[src/rtl/clk_div_ctrl.sv]
// Run-time controller for the programmable clock divider: owns the divide counter
// and output toggle, and swaps in new divide factors only at full-period boundaries.
module clk_div_ctrl #(
   parameter int WIDTH       = 16,
   parameter int DEFAULT_DIV = 10
) (
   input  logic             clk_in,
   input  logic             Reset,
   input  logic             en,
   input  logic             div_valid,
   input  logic [WIDTH-1:0] div_value,
   output logic             div_ready,
   output logic             clk_out,
   output logic             tick,
   output logic             busy,
   output logic [WIDTH-1:0] cur_div
);

   typedef enum logic [1:0] {
      STOP = 2'd0,
      RUN  = 2'd1,
      PEND = 2'd2
   } state_t;

   state_t           r_state;
   logic [WIDTH-1:0] r_counter;
   logic             r_clkOut;
   logic             r_tick;
   logic [WIDTH-1:0] r_curDiv;
   logic [WIDTH-1:0] r_pendDiv;

   state_t           w_nextState;
   logic [WIDTH-1:0] w_nextCounter;
   logic             w_nextClkOut;
   logic             w_nextTick;
   logic [WIDTH-1:0] w_nextCurDiv;
   logic [WIDTH-1:0] w_nextPendDiv;
   logic             w_xfer;
   logic             w_terminal;
   logic [WIDTH-1:0] w_clampDiv;

   assign div_ready  = (r_state != PEND) && !Reset;
   assign w_xfer     = div_valid && div_ready;
   assign w_clampDiv = (div_value == '0) ? WIDTH'(1) : div_value;
   assign w_terminal = (r_counter == r_curDiv - WIDTH'(1));

   always_ff @(posedge clk_in) begin
      if (Reset) begin
         r_state   <= STOP;
         r_counter <= '0;
         r_clkOut  <= 1'b0;
         r_tick    <= 1'b0;
         r_curDiv  <= WIDTH'(DEFAULT_DIV);
         r_pendDiv <= '0;
      end else begin
         r_state   <= w_nextState;
         r_counter <= w_nextCounter;
         r_clkOut  <= w_nextClkOut;
         r_tick    <= w_nextTick;
         r_curDiv  <= w_nextCurDiv;
         r_pendDiv <= w_nextPendDiv;
      end
   end

   always_comb begin
      w_nextState   = r_state;
      w_nextCounter = r_counter;
      w_nextClkOut  = r_clkOut;
      w_nextTick    = 1'b0;
      w_nextCurDiv  = r_curDiv;
      w_nextPendDiv = r_pendDiv;
      case (r_state)
         STOP: begin
            w_nextCounter = '0;
            w_nextClkOut  = 1'b0;
            if (w_xfer) w_nextCurDiv = w_clampDiv;
            if (en) w_nextState = RUN;
         end
         RUN: begin
            if (w_terminal) begin
               w_nextCounter = '0;
               w_nextClkOut  = ~r_clkOut;
               w_nextTick    = 1'b1;
               // Stopping on a falling boundary: a coincident transfer lands directly in
               // cur_div since clk_out is parked low and the value is used on restart.
               if (r_clkOut && !en) begin
                  w_nextState = STOP;
                  if (w_xfer) w_nextCurDiv = w_clampDiv;
               end else if (w_xfer) begin
                  w_nextPendDiv = w_clampDiv;
                  w_nextState   = PEND;
               end
            end else begin
               w_nextCounter = r_counter + WIDTH'(1);
               if (w_xfer) begin
                  w_nextPendDiv = w_clampDiv;
                  w_nextState   = PEND;
               end
            end
         end
         PEND: begin
            if (w_terminal) begin
               w_nextCounter = '0;
               w_nextTick    = 1'b1;
               if (r_clkOut) begin
                  w_nextClkOut = 1'b0;
                  w_nextCurDiv = r_pendDiv;
                  w_nextState  = en ? RUN : STOP;
               end else begin
                  w_nextClkOut = 1'b1;
               end
            end else begin
               w_nextCounter = r_counter + WIDTH'(1);
            end
         end
         default: begin
            w_nextState = STOP;
         end
      endcase
   end

   assign clk_out = r_clkOut;
   assign tick    = r_tick;
   assign busy    = (r_state != STOP);
   assign cur_div = r_curDiv;

endmodule
[config.mk]
export PLATFORM = sky130hd
export DESIGN_NAME = clk_div_ctrl
export DESIGN_NICKNAME = d
export VERILOG_FILES = /design/src/rtl/clk_div_ctrl.sv
export SDC_FILE = /design/constraint.sdc
export NUM_CORES = 1
export LEC_CHECK = 0
export ABC_AREA = 1
export CORE_ASPECT_RATIO = 1.5
export CORE_UTILIZATION = 41
export DETAILED_ROUTE_END_ITERATION = 10
export SLEW_MARGIN = 25
export SYNTH_ARGS = -nofsm -noshare
export SYNTH_HDL_FRONTEND = slang
export SYNTH_SLANG_ARGS = --single-unit
[constraint.sdc]
create_clock -name clk_in -period 2.3 [get_ports clk_in]
set_clock_uncertainty 0.05 [all_clocks]
set_input_delay 0.69 -clock clk_in [delete_from_list [all_inputs] [get_ports clk_in]]
set_output_delay 0.69 -clock clk_in [all_outputs]
set_load 0.01 [all_outputs]
==> results of run 1 <==
## tightest hold or removal path, cell delays in order, from the launching register on
cell and delay [ns]:
dfxtp_1 0.32, nand2_2 0.06, a21oi_2 0.04
## synth_stat cells (all sizes together)
cell / number / area [um2]
nand2: 148 / 616
nor2: 60 / 268
nand3: 53 / 303
dfxtp: 52 / 1040
inv: 49 / 184
a21oi: 35 / 213
o21ai: 19 / 114
nor3: 17 / 96.4
mux2: 13 / 146
buf: 11 / 88.8
clkbuf: 9 / 33.8
o21bai: 9 / 97.6
xor2: 9 / 86.3
xnor2: 8 / 70.1
ha: 6 / 75.1
nor4: 5 / 31.3
nand4: 4 / 25.0
or2: 4 / 25.0
nand3b: 3 / 22.5
and2: 2 / 12.5
o2111ai: 2 / 17.5
o21a: 2 / 15.0
a21o: 1 / 7.51
a41oi: 1 / 8.76
clkinv: 1 / 3.75
## logic make-up after synthesis
logic type,after synthesis
muxes,13
DFF,52
and+or+nand+nor,296
AOI/OAI and AO/OA,69
adders and majority gates,6
xor gates and xnor gates,17
buffers and inverters,70
## power by group
part           internal, W  switching [W]  leakage [nW]  total, W
sequential        0.000967      0.0000774         0.424   0.00104
clock             0.000546       0.000352        0.0871  0.000898
combinational     0.000513       0.000597          1.47   0.00111
## repair_timing
| action | in CTS | in global routing |
|---|---|---|
| pin swaps | 2 | 8 |
| gates cloned | 0 | 2 |
| setup endpoints to repair | 32 | 46 |
| resized for setup | 8 | 30 |
| buffers inserted | 0 | 6 |
## registers in the layout (all words and copies together) (netlist names)
name	flops
cur_div	16
r_state	2
tick	1
r_counter	16
clk_out	1
r_pendDiv	16
## final timing paths
| check | start | to | slack [ns] | cells after the start |
|---|---|---|---|---|
| worst min register to register | r_pendDiv[7] | r_pendDiv[7] | 0.41 | 2 |
| worst max register to register | cur_div[0] | cur_div[2] | 0.03 | 13 |
| worst max-delay path | cur_div[0] | cur_div[2] | 0.03 | 13 |
| worst min-delay path | r_pendDiv[7] | r_pendDiv[7] | 0.41 | 2 |
## routing by layer
metal	GRT usage (%)	vias to the layer above	part of all wire, %
met2	36.4	55	53
met1	23.5	1612	44
met4	6.17	0	1.3
li1	-	1830	-
met3	2.64	10	2.3
met5	0	-	0
## cell type report
cell class | count | area, um2 | share of cell area [%]
multi-input cells | 401 | 2380 | 51.0
flip-flops and latches | 52 | 1040 | 22.4
repair buffers | 78 | 746 | 16.0
inverters | 50 | 188 | 4.02
clock buffers | 6 | 139 | 2.97
well taps | 107 | 134 | 2.87
clock inverters | 2 | 38.8 | 0.831
## stage by stage
step                      hold slack (ns)  area, um2
after detailed placement            0.404       4260
after floorplan                     0.386       3600
after global placement              0.392       4260
after CTS                           0.414       4450
final                               0.412       4670
after global routing                0.427       4670
## placed cells by master (no fill, tap or decap), drive strengths merged, types with 4 or more instances in the layout
cell           synthesis  layout
nand2                148     148
nor2                  60      60
nand3                 53      53
dfxtp                 52      52
inv                   49      49
buf                   11      38
clkdlybuf4s50          0      36
a21oi                 35      35
o21ai                 19      19
nor3                  17      17
mux2                  13      13
xor2                   9       9
o21bai                 9       9
xnor2                  8       8
clkbuf                 9       7
ha                     6       6
nor4                   5       5
nand4                  4       4
or2                    4       4
==> summary.txt, run 1 <==
CP bufs+invs: 2
Die Ht: 117 um
Rows: 41
Clk buf depth: 2
Leakage: 1.98 nW
DRT iter0 DRCs: 120
CTS buffer count: 5
Tot Pwr: 0.00305 W
Vias per cell: 5.04
Post-Route WL: 9.00 mm
Pre-CTS setup slack: -0.393 ns
Kind of critical path: flop to flop
Placed cells: 680
Final worst slack: 0.0258 ns
RSZ-0062 raised after global routing: true
Count of final hold-check violations: 0
Clock root buffer: clkbuf_16
Max-cap violations: 0
Via count: 3507
Filler Cells Inserted: 859
YS warnings: 0
DR WL/cell: 12.9 um
Overflow after GRT: 0
Synth Instances: 523
Syn Nets: 549
Worst path max stage delay: 0.34 ns
Share of post-route cells with drive strength above 1: 24.8%
Die ar.: 9170 um2
Hold Crit Class: flop to flop
PortBufs: 39
Power Density: 654 nW/um2
Depth of the CTS H-tree: 2
Final setup viols: 0
Slew @ Worst Pin: 0.497 ns
Total core area: 8460 um2
Fmax achieved: 440 MHz
Ports: 40
Syn_area_per_cell: 6.89 um2
Clock transition at the registers of the reported paths: 0.07 ns
#FFs+latches synth: 52
Post-synthesis mux area share: 4.07%
Simple-gate share of the synthesized area: 38.8%
ANT cells: 0
Startpoint Class: flop
Critical Path Sink Type: flop
Crit path DAT: 2.47 ns
CP delay by family, top: simple AND/OR/NAND/NOR gates
CP max FO: 16
Sequential area share after synthesis: 28.9%
Worst VDD drop: 0.000495 V
Setup_tns: 0 ns
CP Cell Sequence: inv_2, ha_4, xnor2_1, nor2_1, nand3_2, nor3_4, nand3_4, nand2_4, nand3_4, buf_12, o21ai_0, nand2_1, nor2_1
Vias in the first global route: 3140
Adder-Cell Fraction of Synth Area: 2.08%
Synth Area in XOR/XNOR: 4.34%
Global Route Usage Sum: 19.7%
Final antenna-violating net count: 0
Synth-to-Final Area Change: 29.7%
Die Wd: 78.5 um
Final Non-Filler Cells: 696
Largest net degree at the start of global routing: 37
Hpwl dp: 6.57 mm
Hold Buf Count CTS: 0
Compound-Gate Fraction of Synth Area: 13.1%
Residual DRC count: 0
Nets: 614
Initial antenna violation count: 0
CTS tree: yes
Distinct cells, synth: 40
Final worst path period need: 2.27 ns
Final Cycle Share: 98.9%
Status: finished, final reports clean
Initial Utilization: 42.5%
Critical Path Slowest Stage Cell: dfxtp_2
Finished Core Util: 55.2%
First-pass GRT wire length: 14.3 mm
Area of the mapped netlist: 3600 um2
Max-slew headroom: 66.9%
Clock tree sinks: 52
Crit path required time: 2.49 ns
GPL Wtd Cong: 0.862
Router iterations before antenna repair: 4
Clk_lat worst skew: 0.30 ns
Slew Limit Fails: 0
Largest family of logic cells by synthesized area: simple AND/OR/NAND/NOR gates
Note: power is estimated with default switching activity, not from simulation.
==> run 2, diff against run 1 <==
Settings changed: CORE_UTILIZATION 41 to 52, PLACE_DENSITY set to 0.78.
==> summary.txt, run 2 (synthesized netlist as in run 1, its figures left out) <==
Residual DRC count: 0 (unchanged)
Fmax achieved: 427 MHz (-2.9%)
Hold Startpoint: r_pendDiv[11]
CP Cell Sequence: inv_1, nand3_4, nand3_1, nand2_1, nand2_1, nor3_4, nand3_4, nand2_4, nand3_4, clkbuf_16, nor3_1, nor2_1
Vias per cell: 5.44 (+8.1%)
Leakage: 1.97 nW (-0.33%)
Overflow after GRT: 0 (unchanged)
CTS tree: yes
Nets: 617 (+0.49%)
Non-Filler Cell Area, Final: 4600 um2 (-1.5%)
Failing checks: negative setup slack
Final Cycle Share: 102% (+2.9 points)
Depth of the CTS H-tree: 2 (unchanged)
Kind of critical path: flop to flop
Hpwl dp: 6.58 mm (+0.16%)
Die ar.: 7270 um2 (-21%)
Clk buf depth: 2 (unchanged)
Setup_tns: -0.146 ns (-0.146 ns)
Power Density: 595 nW/um2 (-9.0%)
Share of post-route cells with drive strength above 1: 27.2% (+2.4 points)
Worst path max stage delay: 0.49 ns (+0.15 ns)
Most Frequent Cell on Critical Path: nand3_4
Slew Limit Fails: 0 (unchanged)
Worst hold endpoint: r_pendDiv[11]
Hold Crit Class: flop to flop
Clock tree sinks: 52 (unchanged)
DR WL/cell: 13.8 um (+6.9%)
Synth-to-Final Area Change: 27.7%
ANT cells: 0 (unchanged)
GPL Wtd Cong: 0.894 (+3.7%)
Crit path DAT: 2.51 ns (+0.04 ns)
Most common library cell in the layout ignoring fill and taps: nand2_1
Final worst path period need: 2.34 ns (+0.0673 ns)
Ports: 40 (unchanged)
Slew @ Worst Pin: 0.493 ns (-0.00411 ns)
Count of final hold-check violations: 0 (unchanged)
Clock transition at the registers of the reported paths: 0.10 ns (+0.03 ns)
First-pass GRT wire length: 15.1 mm (+5.0%)
PortBufs: 39 (unchanged)
Tot Pwr: 0.00274 W (-10%)
Reg2reg end: cur_div[0]
DRT iter0 DRCs: 280 (+130%)
Max-cap violations: 0 (unchanged)
Final hold slack: 0.415 ns (+0.00358 ns)
Hold Buf Count CTS: 0 (unchanged)
Pre-CTS setup slack: -0.364 ns (+0.0284 ns)
Rows: 36 (-12%)
Final setup viols: 9 (+9)
Worst R2R Start: cur_div[3]
Post-Route WL: 9.23 mm (+2.6%)
Clock root buffer: clkbuf_8
Die Ht: 104 um (-11%)
Total core area: 6580 um2 (-22%)
RSZ-0062 raised after global routing: true
Worst VDD drop: 0.000573 V (+16%)
Vias in the first global route: 3352 (+6.8%)
CP max FO: 15 (-1)
Initial antenna violation count: 0 (unchanged)
Status: finished, violations left
Largest net degree at the start of global routing: 37 (unchanged)
Startpoint Class: flop
Final worst slack: -0.0414 ns (-0.0673 ns)
R2R Setup Slk: -0.04 ns (-0.07 ns)
Router iterations before antenna repair: 4 (unchanged)
Commonest non-fill, non-tap cells in the layout: nand2_1 (123), nand3_1 (47), nor2_1 (45), dfxtp_1 (45), inv_1 (42)
Hold depth: 2 (unchanged)
Crit path required time: 2.47 ns (-0.02 ns)
R2R cell count: 12 (-1)
CTS buffer count: 5 (unchanged)
Clk_lat worst skew: 0.32 ns (+0.02 ns)
Die Wd: 69.9 um (-11%)
Global Route Usage Sum: 25.2% (+5.4 points)
Filler Cells Inserted: 524 (-39%)
Max-slew headroom: 67.1% (+0.27 points)
Placed inst area: 4220 um2 (-0.91%)
Critical Path Sink Type: flop
Initial Utilization: 54.8% (+12 points)
Critical Path Slowest Stage Cell: dfxtp_1
Via count: 3637 (+3.7%)
Final antenna-violating net count: 0 (unchanged)
-- run 2: worst max-delay path: cells and delay by family (launching register included) --
| family | cells | cell delay (ns) |
|---|---|---|
| DFF | 1 | 0.49 |
| buffers and inverters | 2 | 0.34 |
| and+or+nand+nor | 10 | 1.35 |
-- run 2: area by class of cell --
class / instances / area [um2] / area share, %
multi-input combinational: 401 / 2400 / 52.2
sequential: 52 / 1050 / 22.8
timing repair buffer: 81 / 773 / 16.8
inverter: 50 / 188 / 4.08
tap: 76 / 95.1 / 2.07
clock buffer: 5 / 68.8 / 1.50
clock inverter: 3 / 22.5 / 0.490
-- run 2: where the power goes --
part           internal [W]  switching (W)  total [W]
Sequential         0.000969      0.0000867    0.00106
Combinational      0.000522       0.000615    0.00114
Clock              0.000219       0.000324   0.000543
-- run 2: stage by stage --
stage               instances  utilization, %
floorplan                 523               -
global placement          649            64.2
detailed placement        649            64.2
CTS                       661            66.3
global route              668            69.9
finish                    668            69.9
-- run 2: metal layers --
metal  up-vias  track usage, %  part of all wire, %
li1       1835               -                    -
met1      1684            29.4                   39
met2        92            45.8                   54
met3        26            3.00                  3.7
met4         0            9.86                  2.9
met5         -               0                    0
-- run 2: how the worst max path moves through the flow --
stage | from | endpoint | slack (ns) | depth (start not counted)
floorplan | cur_div[0] | cur_div[10] | 0.02 | 12
global placement | Reset | div_ready | -0.36 | 3
detailed placement | Reset | div_ready | -0.36 | 3
CTS | cur_div[3] | cur_div[15] | 0.001 | 13
global route | cur_div[3] | cur_div[8] | -0.16 | 12
finish | cur_div[3] | cur_div[0] | -0.04 | 12
-- run 2: timing repair --
item / 4_1_cts / 5_1_grt
gates resized for setup: 10 / 41
pin swaps: 3 / 19
setup buffers: 4 / 5
endpoints found under the setup margin: 29 / 51
cloned: 0 / 2
